===== config.mk =====
export PLATFORM = sky130hd
export DESIGN_NAME = ram_arbiter
export DESIGN_NICKNAME = d
export VERILOG_FILES = /design/src/rtl/ram_arbiter.sv
export SDC_FILE = /design/constraint.sdc
export NUM_CORES = 1
export LEC_CHECK = 0
export BUFFER_PORTS_ARGS = -buffer_cell sky130_fd_sc_hd__buf_2
export CORE_MARGIN = 8
export CORE_UTILIZATION = 45
export DETAILED_ROUTE_END_ITERATION = 12
export PLACE_DENSITY = 0.78
export SLEW_MARGIN = 20
export SYNTH_ARGS = -nofsm -noshare
export SYNTH_HDL_FRONTEND = slang
export SYNTH_SLANG_ARGS = --single-unit

===== constraint.sdc =====
create_clock -name clock -period 1.43 [get_ports clock]
set_input_delay 0 -clock clock [delete_from_list [all_inputs] [get_ports clock]]
set_output_delay 0 -clock clock [all_outputs]
set_load 0.05 [all_outputs]

===== src/rtl/ram_arbiter.sv =====
// Two-port round-robin arbiter/sequencer for a shared single-port synchronous RAM.
// Each granted operation runs IDLE -> ACCESS -> CAPTURE, with one RAM operation in flight.
module ram_arbiter #(
    parameter int ADDR_W = 5,
    parameter int DATA_W = 8
) (
    input  logic              clock,
    input  logic              resetn,
    input  logic              req0,
    input  logic              we0,
    input  logic [ADDR_W-1:0] addr0,
    input  logic [DATA_W-1:0] wdata0,
    output logic              ack0,
    output logic [DATA_W-1:0] rdata0,
    input  logic              req1,
    input  logic              we1,
    input  logic [ADDR_W-1:0] addr1,
    input  logic [DATA_W-1:0] wdata1,
    output logic              ack1,
    output logic [DATA_W-1:0] rdata1,
    output logic [ADDR_W-1:0] ram_address,
    output logic [DATA_W-1:0] ram_data,
    output logic              ram_wren,
    input  logic [DATA_W-1:0] ram_q,
    output logic              busy,
    output logic              last_grant
);

    localparam logic [1:0] IDLE    = 2'd0;
    localparam logic [1:0] ACCESS  = 2'd1;
    localparam logic [1:0] CAPTURE = 2'd2;

    logic [1:0] state;
    logic       gnt_port;
    logic       gnt_we;
    logic       elig0;
    logic       elig1;
    logic       pick1;

    // A port whose ack is high this cycle is still showing its old request, so it is not eligible.
    always_comb begin
        elig0 = req0 & ~ack0;
        elig1 = req1 & ~ack1;
        pick1 = elig1 & (~elig0 | ~last_grant);
    end

    always_ff @(posedge clock) begin
        if (!resetn) begin
            state       <= IDLE;
            gnt_port    <= 1'b0;
            gnt_we      <= 1'b0;
            ack0        <= 1'b0;
            ack1        <= 1'b0;
            rdata0      <= '0;
            rdata1      <= '0;
            ram_address <= '0;
            ram_data    <= '0;
            ram_wren    <= 1'b0;
            busy        <= 1'b0;
            last_grant  <= 1'b1;
        end else begin
            ack0 <= 1'b0;
            ack1 <= 1'b0;
            case (state)
                IDLE: begin
                    if (elig0 | elig1) begin
                        state       <= ACCESS;
                        busy        <= 1'b1;
                        gnt_port    <= pick1;
                        gnt_we      <= pick1 ? we1 : we0;
                        last_grant  <= pick1;
                        ram_address <= pick1 ? addr1 : addr0;
                        ram_data    <= pick1 ? wdata1 : wdata0;
                        ram_wren    <= pick1 ? we1 : we0;
                    end
                end
                ACCESS: begin
                    ram_wren <= 1'b0;
                    state    <= CAPTURE;
                end
                CAPTURE: begin
                    // ram_q now reflects the address sampled at the end of ACCESS.
                    if (!gnt_we) begin
                        if (gnt_port) rdata1 <= ram_q;
                        else          rdata0 <= ram_q;
                    end
                    if (gnt_port) ack1 <= 1'b1;
                    else          ack0 <= 1'b1;
                    busy  <= 1'b0;
                    state <= IDLE;
                end
                default: begin
                    state    <= IDLE;
                    busy     <= 1'b0;
                    ram_wren <= 1'b0;
                end
            endcase
        end
    end

endmodule


==> summary.txt, run 1 <==
Yosys
  – Synth Area in Simple Gates: about a quarter
  – Ys async rst share: 0%
  – Post-synth EDFFs: 0
  – Post-synth top area cell: dfxtp_1
  – Yosys top cell area share: between 40% and 50%
  – Most frequent cell after synthesis: nand2_1
  – Yosys reg bits: 38
  – Post-synthesis sequential area ratio: 49.4%
  – Synth unique cells: 28
  – Synthesized Nets: 211
  – Synthesized area: 1540 sq um
  – Largest family of logic cells by synthesized area: simple AND/OR/NAND/NOR gates
  – Post-synth top flop: dfxtp_1
  – Adder-cell share of the synthesized area: 0%
  – Mapped Cells: 171
  – Synth Area in XOR/XNOR: 0%
  – Synth Warn #: 0
  – Syn Area/Cell: 9.00 sq um
  – Compound-Gate Fraction of Synth Area: 17.0%
  – Post-synth top cells: nand2_1 (45), dfxtp_1 (38), a31oi_1 (15), o21ai_0 (12), nor2b_1 (11)
  – Multiplexer share of the synthesized area: 5.20%
  – Top cells by area, synth: dfxtp_1 (49%), nand2_1 (11%), a31oi_1 (6.1%)

Pwr
  – Sequential power share: 47.2%
  – Leak: about 1.1 nW
  – Comb power frac: 31.0%
  – Psw: 0.000824 W
  – Sw Share: roughly a third
  – PD cells: between 1000 and 1500 nW/um^2
  – Internal: roughly 0.0017 W
  – Peak supply drop: about 760 uV
  – Total power draw: 0.00249 W
  – Clock share of power: 21.8%

Floorplan
  – Chip width: roughly 74 um
  – Core area: 3310 sq um
  – Initial Util: 46.5%
  – Chip height: 74.5 um
  – Die area: 5550 sq um
  – I/O pin cnt: 74
  – Site Rows: 21

Setup path
  – Worst endpoint required time: between 1.5 and 2 ns
  – Crit end category: flop
  – Critical path peak fanout: 13
  – Startpoint types: flop
  – WS Path Type: reg -> reg
  – Worst EP arrival: 1.62 ns

Clocking
  – Htree depth: 2
  – CTS buffer count: 5
  – TritonCTS clock tree: built
  – Root Buffer Master: clkbuf_4
  – Reg clk slew, reported paths: about 0.10 ns
  – CTS Buffer Depth: 2
  – Clk_lat worst skew: ~0.34 ns
  – Clk sinks: 38

Placed design
  – Port bufs: 73
  – Dpl cells: 287
  – Post-DP HPWL: 2930 um
  – Dpl ws: -0.0338 ns
  – GPL Wtd Cong: 0.703

Cells and area
  – Syn-to-layout area delta: 60.8%
  – ANT cells: 0
  – Multi-input logic area: around 730 sq um
  – Layout cell share with drive strength beyond 1: between 30% and 40%
  – Filler instances: 240
  – Final nets: 328
  – Final non-filler cell total: between 300 and 400
  – Sequential Area: 764 sq um

Drt
  – Routed WL: 5040 um
  – Max layer used: met4
  – Number of routed nets with antenna violations: 0
  – Vias: 1611
  – Initial DRC Count: 83
  – Wl on met1: 1960 um
  – DR vias/cell: 4.84
  – Metal2 WL: 2510 um
  – DR DRC count: 0
  – DR WL/cell: 15.1 um
  – Met3 routed WL: roughly 490 um
  – Detailed Routing Iterations Pass 1: 4

Timing
  – Final Skew: 0.00201 ns
  – Worst slew pin tran: roughly 0.45 ns
  – Final Setup Violations: 0
  – Hold Vio Cnt, Final: 0
  – Worst setup margin: approximately 0.037 ns
  – Part of the cycle the worst path needs: 97.4%
  – Fmax: 718 MHz
  – Worst hold slack: 0.0697 ns
  – Pins over their slew limit: 0
  – Slew headroom: between 60% and 70%
  – Final worst path period need: 1.39 ns

Global routing
  – Number of global-route vias before repair: 1678
  – Overflow after GRT: 0
  – Largest net degree at the start of global routing: 27
  – First-pass GRT wire length: 7840 um
  – Gr usage total: 18.5%
  – Initial antenna violation count: 0

Worst hold path
  – Hold crit path type: in -> reg

Run
  – Max cap viols: 0

Run status
  – Status: complete, no violations
## cell usage in the layout, fill, tap and decap left out, types with 3 or more instances in the layout
master / netlist / final
buf_4: 3 / 9
nand2b_1: 4 / 3
nor2b_1: 11 / 11
clkbuf_4: 0 / 5
buf_2: 3 / 73
o21ai_1: 3 / 3
mux2i_1: 8 / 8
dfxtp_2: 0 / 3
a21boi_1: 8 / 8
a31oi_1: 15 / 15
dlygate4sd3_1: 0 / 36
nand2_1: 45 / 45
dfxtp_1: 38 / 35
o21ai_0: 12 / 12
## sequential cells by signal (all words and copies together) (netlist names)
signal,cells
ram_data,8
rdata1,8
rdata0,8
last_grant,1
ram_wren,1
gnt_we,1
ack0,1
busy,1
gnt_port,1
ack1,1
ram_address,5
state,2
## path summary, 6_finish.rpt
| path | start | to | slack, ns | cells after the start |
|---|---|---|---|---|
| worst max-delay path | ack0 | ram_data[6] | 0.04 | 6 |
| worst min-delay path | resetn | ram_data[4] | 0.07 | 3 |
| worst max register to register | ack0 | ram_data[6] | 0.04 | 6 |
| worst min register to register | rdata0[7] | rdata0[7] | 0.45 | 2 |
## per-layer routing
| layer | vias up | track usage, % |
|---|---|---|
| met5 | - | 0 |
| met4 | 0 | 6.74 |
| met3 | 8 | 9.16 |
| met2 | 58 | 32.9 |
| met1 | 727 | 17.9 |
| li1 | 818 | - |
## layout make-up
type / count / area share, %
tap: 46 / 2.33
timing repair buffer: 122 / 35.3
clock buffer: 6 / 2.07
multi-input combinational: 121 / 29.4
sequential: 38 / 30.9
## cell families (layout without fill, tap and decap cells)
logic type	count (synthesis)	after routing
AOI/OAI and AO/OA	42	42
buffers and inverters	12	128
DFF	38	38
muxes	8	8
and+or+nand+nor	71	71
## power groups by stage
stage / combinational, W / sequential, W / clock [W]
after floorplan: 0.000199 / 0.00143 / 0
after global placement: 0.000607 / 0.00119 / 0
after detailed placement: 0.000613 / 0.00120 / 0
after CTS: 0.000689 / 0.00117 / 0.000556
after global routing: 0.000821 / 0.00118 / 0.000611
final: 0.000771 / 0.00117 / 0.000542
## per-stage QoR
stage               util (%)  area [sq um]  TNS (ns)
finish                  74.8          2470         0
global route            74.8          2470   -0.0283
CTS                     72.2          2390         0
detailed placement      59.8          1980   -0.0338
global placement        59.8          1980         0
floorplan                  -          1540         0
## critical path: stages (launching register included)
cell       delay [ns]
dfxtp_2          0.33
nand2b_1         0.19
a211oi_4         0.22
buf_6            0.16
buf_4            0.13
clkbuf_16        0.15
a31oi_1          0.09
## what timing repair did
item                       CTS  global route
setup endpoints to repair    4            17
gates cloned                 0             2
hold buffers                36             0
setup buffers                0             2
gates resized for setup      1             4
pin swaps                    0             1
hold endpoints to repair    31             0
No activity file was read; power rests on OpenSTA's default activity.
==> inputs of run 2 (changes only) <==
- CORE_UTILIZATION: 45 -> 47
- CTS_BUF_LIST: default -> sky130_fd_sc_hd__clkbuf_4
- PLACE_DENSITY: 0.78 -> 0.81
==> run 2 against run 1 <==
The run now ends with negative setup slack left. Utilization grew 7.0 points. Fmax shrank 2.8%. Total power grew 2.5%. Sequential share of layout area shrank 0.49 points. Clock power grew 3%. Die area shrank 3.4%. Critical path type unchanged. Critical endpoint is now ram_data[4].
==> summary.txt, run 2 (synthesis gave the netlist of run 1 again) <==
Clocking
  – TritonCTS clock tree: built
  – CTS buffer count: 5
  – CTS Buffer Depth: 2
  – Clk_lat worst skew: 0.34 ns
  – Root Buffer Master: clkbuf_4
  – Clk sinks: 38
  – Htree depth: 2
  – Reg clk slew, reported paths: about 0.11 ns

Pwr
  – PD cells: between 1000 and 1500 nW/um^2
  – Leak: 1.14 nW
  – Peak supply drop: approximately 630 uV

Cells and area
  – Biggest regs: ram_data (8), rdata0 (8), rdata1 (8)
  – Util after Layout: 81.7%
  – Sequential Area: 764 sq um
  – Filler instances: 180
  – Final nets: about 330
  – Multi-input logic area: around 740 sq um
  – Syn-to-layout area delta: 63.4%
  – Most frequent cells in the layout: buf_2 (73), nand2_1 (45), dlygate4sd3_1 (37)
  – Commonest non-fill, non-tap cell in the layout: buf_2
  – Layout cell share with drive strength beyond 1: 35.1%

Setup path
  – Worst EP arrival: approximately 1.7 ns
  – RR Startpoint: ack1
  – Worst endpoint required time: 1.70 ns
  – Crit end category: flop
  – Reg-to-reg endpoint: ram_data[4]
  – Reg2Reg Depth: 6
  – Startpoint types: flop
  – R2R setup slack: -0.003 ns
  – Critical path peak fanout: 8
  – WS Path Type: reg -> reg

Floorplan
  – I/O pin cnt: between 70 and 80
  – Site Rows: 20
  – Chip width: 73.2 um
  – Initial Util: 50.0%
  – Die area: 5360 sq um
  – Chip height: 73.2 um
  – Core area: 3080 sq um

Global routing
  – Gr usage total: between 10% and 20%
  – Largest net degree at the start of global routing: 32
  – Number of global-route vias before repair: 1689
  – First-pass GRT wire length: 8220 um
  – Initial antenna violation count: 1
  – Overflow after GRT: 0

Timing
  – Part of the cycle the worst path needs: 100%
  – Final Setup Violations: 1
  – Hold Vio Cnt, Final: 0
  – Final Skew: around 0.0084 ns
  – Worst slew pin tran: 0.458 ns
  – Slew headroom: a little over two thirds
  – Pins over their slew limit: 0
  – Worst setup margin: -0.00283 ns
  – Setup tns final: -0.00283 ns
  – Fmax: 698 MHz
  – Final worst path period need: between 1 and 1.5 ns

Drt
  – Detailed Routing Iterations Pass 1: 4
  – Initial DRC Count: 159
  – Number of routed nets with antenna violations: 0
  – DR vias/cell: 5.20
  – DR DRC count: 0
  – DR WL/cell: roughly 18 um
  – Vias: around 1700
  – Routed WL: 5870 um

Worst hold path
  – Hold path start: req1
  – Hold EP: ram_wren
  – Hold depth: 4
  – Hold crit path type: in -> reg

Run
  – Max cap viols: 0

Run status
  – Failing checks: negative setup slack
  – Status: complete, but fails checks

Placed design
  – Post-DP HPWL: 2940 um
  – Port bufs: 73
  – GPL Wtd Cong: just over 0.7
## run 2: metal layers
layer / vias up / share of wire [%] / wire, um / GRT usage [%]
li1: 825 / - / - / -
met1: 756 / 38 / 2240 / 22.5
met2: 136 / 44 / 2590 / 27.7
met3: 15 / 16 / 921 / 12.2
met4: 0 / 2.1 / 123 / 10.0
met5: - / 0 / 0 / 0
## run 2: layout make-up
| type | count | share of cell area [%] |
|---|---|---|
| diodes | 1 | 0.0995 |
| well taps | 44 | 2.19 |
| flip-flops and latches | 38 | 30.4 |
| clock buffers | 7 | 2.09 |
| repair buffers | 122 | 35.9 |
| multi-input cells | 121 | 29.4 |
## run 2: repair_timing
action | CTS | global route
pin swaps | 0 | 1
setup buffers | 0 | 4
cloned | 0 | 2
setup endpoints to repair | 4 | 19
hold buffers | 37 | 0
hold endpoints to repair | 32 | 0
gates resized for setup | 1 | 7
## run 2: worst max path at each step
stage | from | endpoint | slack (ns) | cells past startpoint
after global placement | ack1 | ram_wren | 0.03 | 4
after CTS | ack0 | ram_data[5] | 0.04 | 5
final | ack1 | ram_data[4] | -0.003 | 6
after global routing | ack1 | ram_address[3] | -0.04 | 6
after detailed placement | ack1 | ram_wren | -0.01 | 4
after floorplan | ack0 | ram_address[4] | 0.09 | 5
## run 2: critical path, cell delays in order (launching register included)
cell	delay, ns
dfxtp_2	0.34
nand2b_4	0.14
a211oi_4	0.29
buf_4	0.18
clkbuf_16	0.14
o21ai_0	0.10
a31oi_1	0.17
## run 2: stage by stage
stage | cells | hold WS [ns] | setup slack [ns] | total power [W] | instance area, sq um
2_1_floorplan | 171 | 0.135 | 0.0874 | 0.00163 | 1540
3_3_place_gp | 282 | 0.254 | 0.0262 | 0.00180 | 1980
3_5_place_dp | 282 | 0.262 | -0.0147 | 0.00181 | 1980
4_1_cts | 326 | 0.126 | 0.0357 | 0.00242 | 2400
5_1_grt | 333 | 0.182 | -0.0385 | 0.00263 | 2510
6_report | 333 | 0.172 | -0.00283 | 0.00255 | 2510
## run 2: where the power goes
part           switching (W)  internal (W)
clock               0.000333      0.000224
combinational       0.000482      0.000316
sequential         0.0000574       0.00114
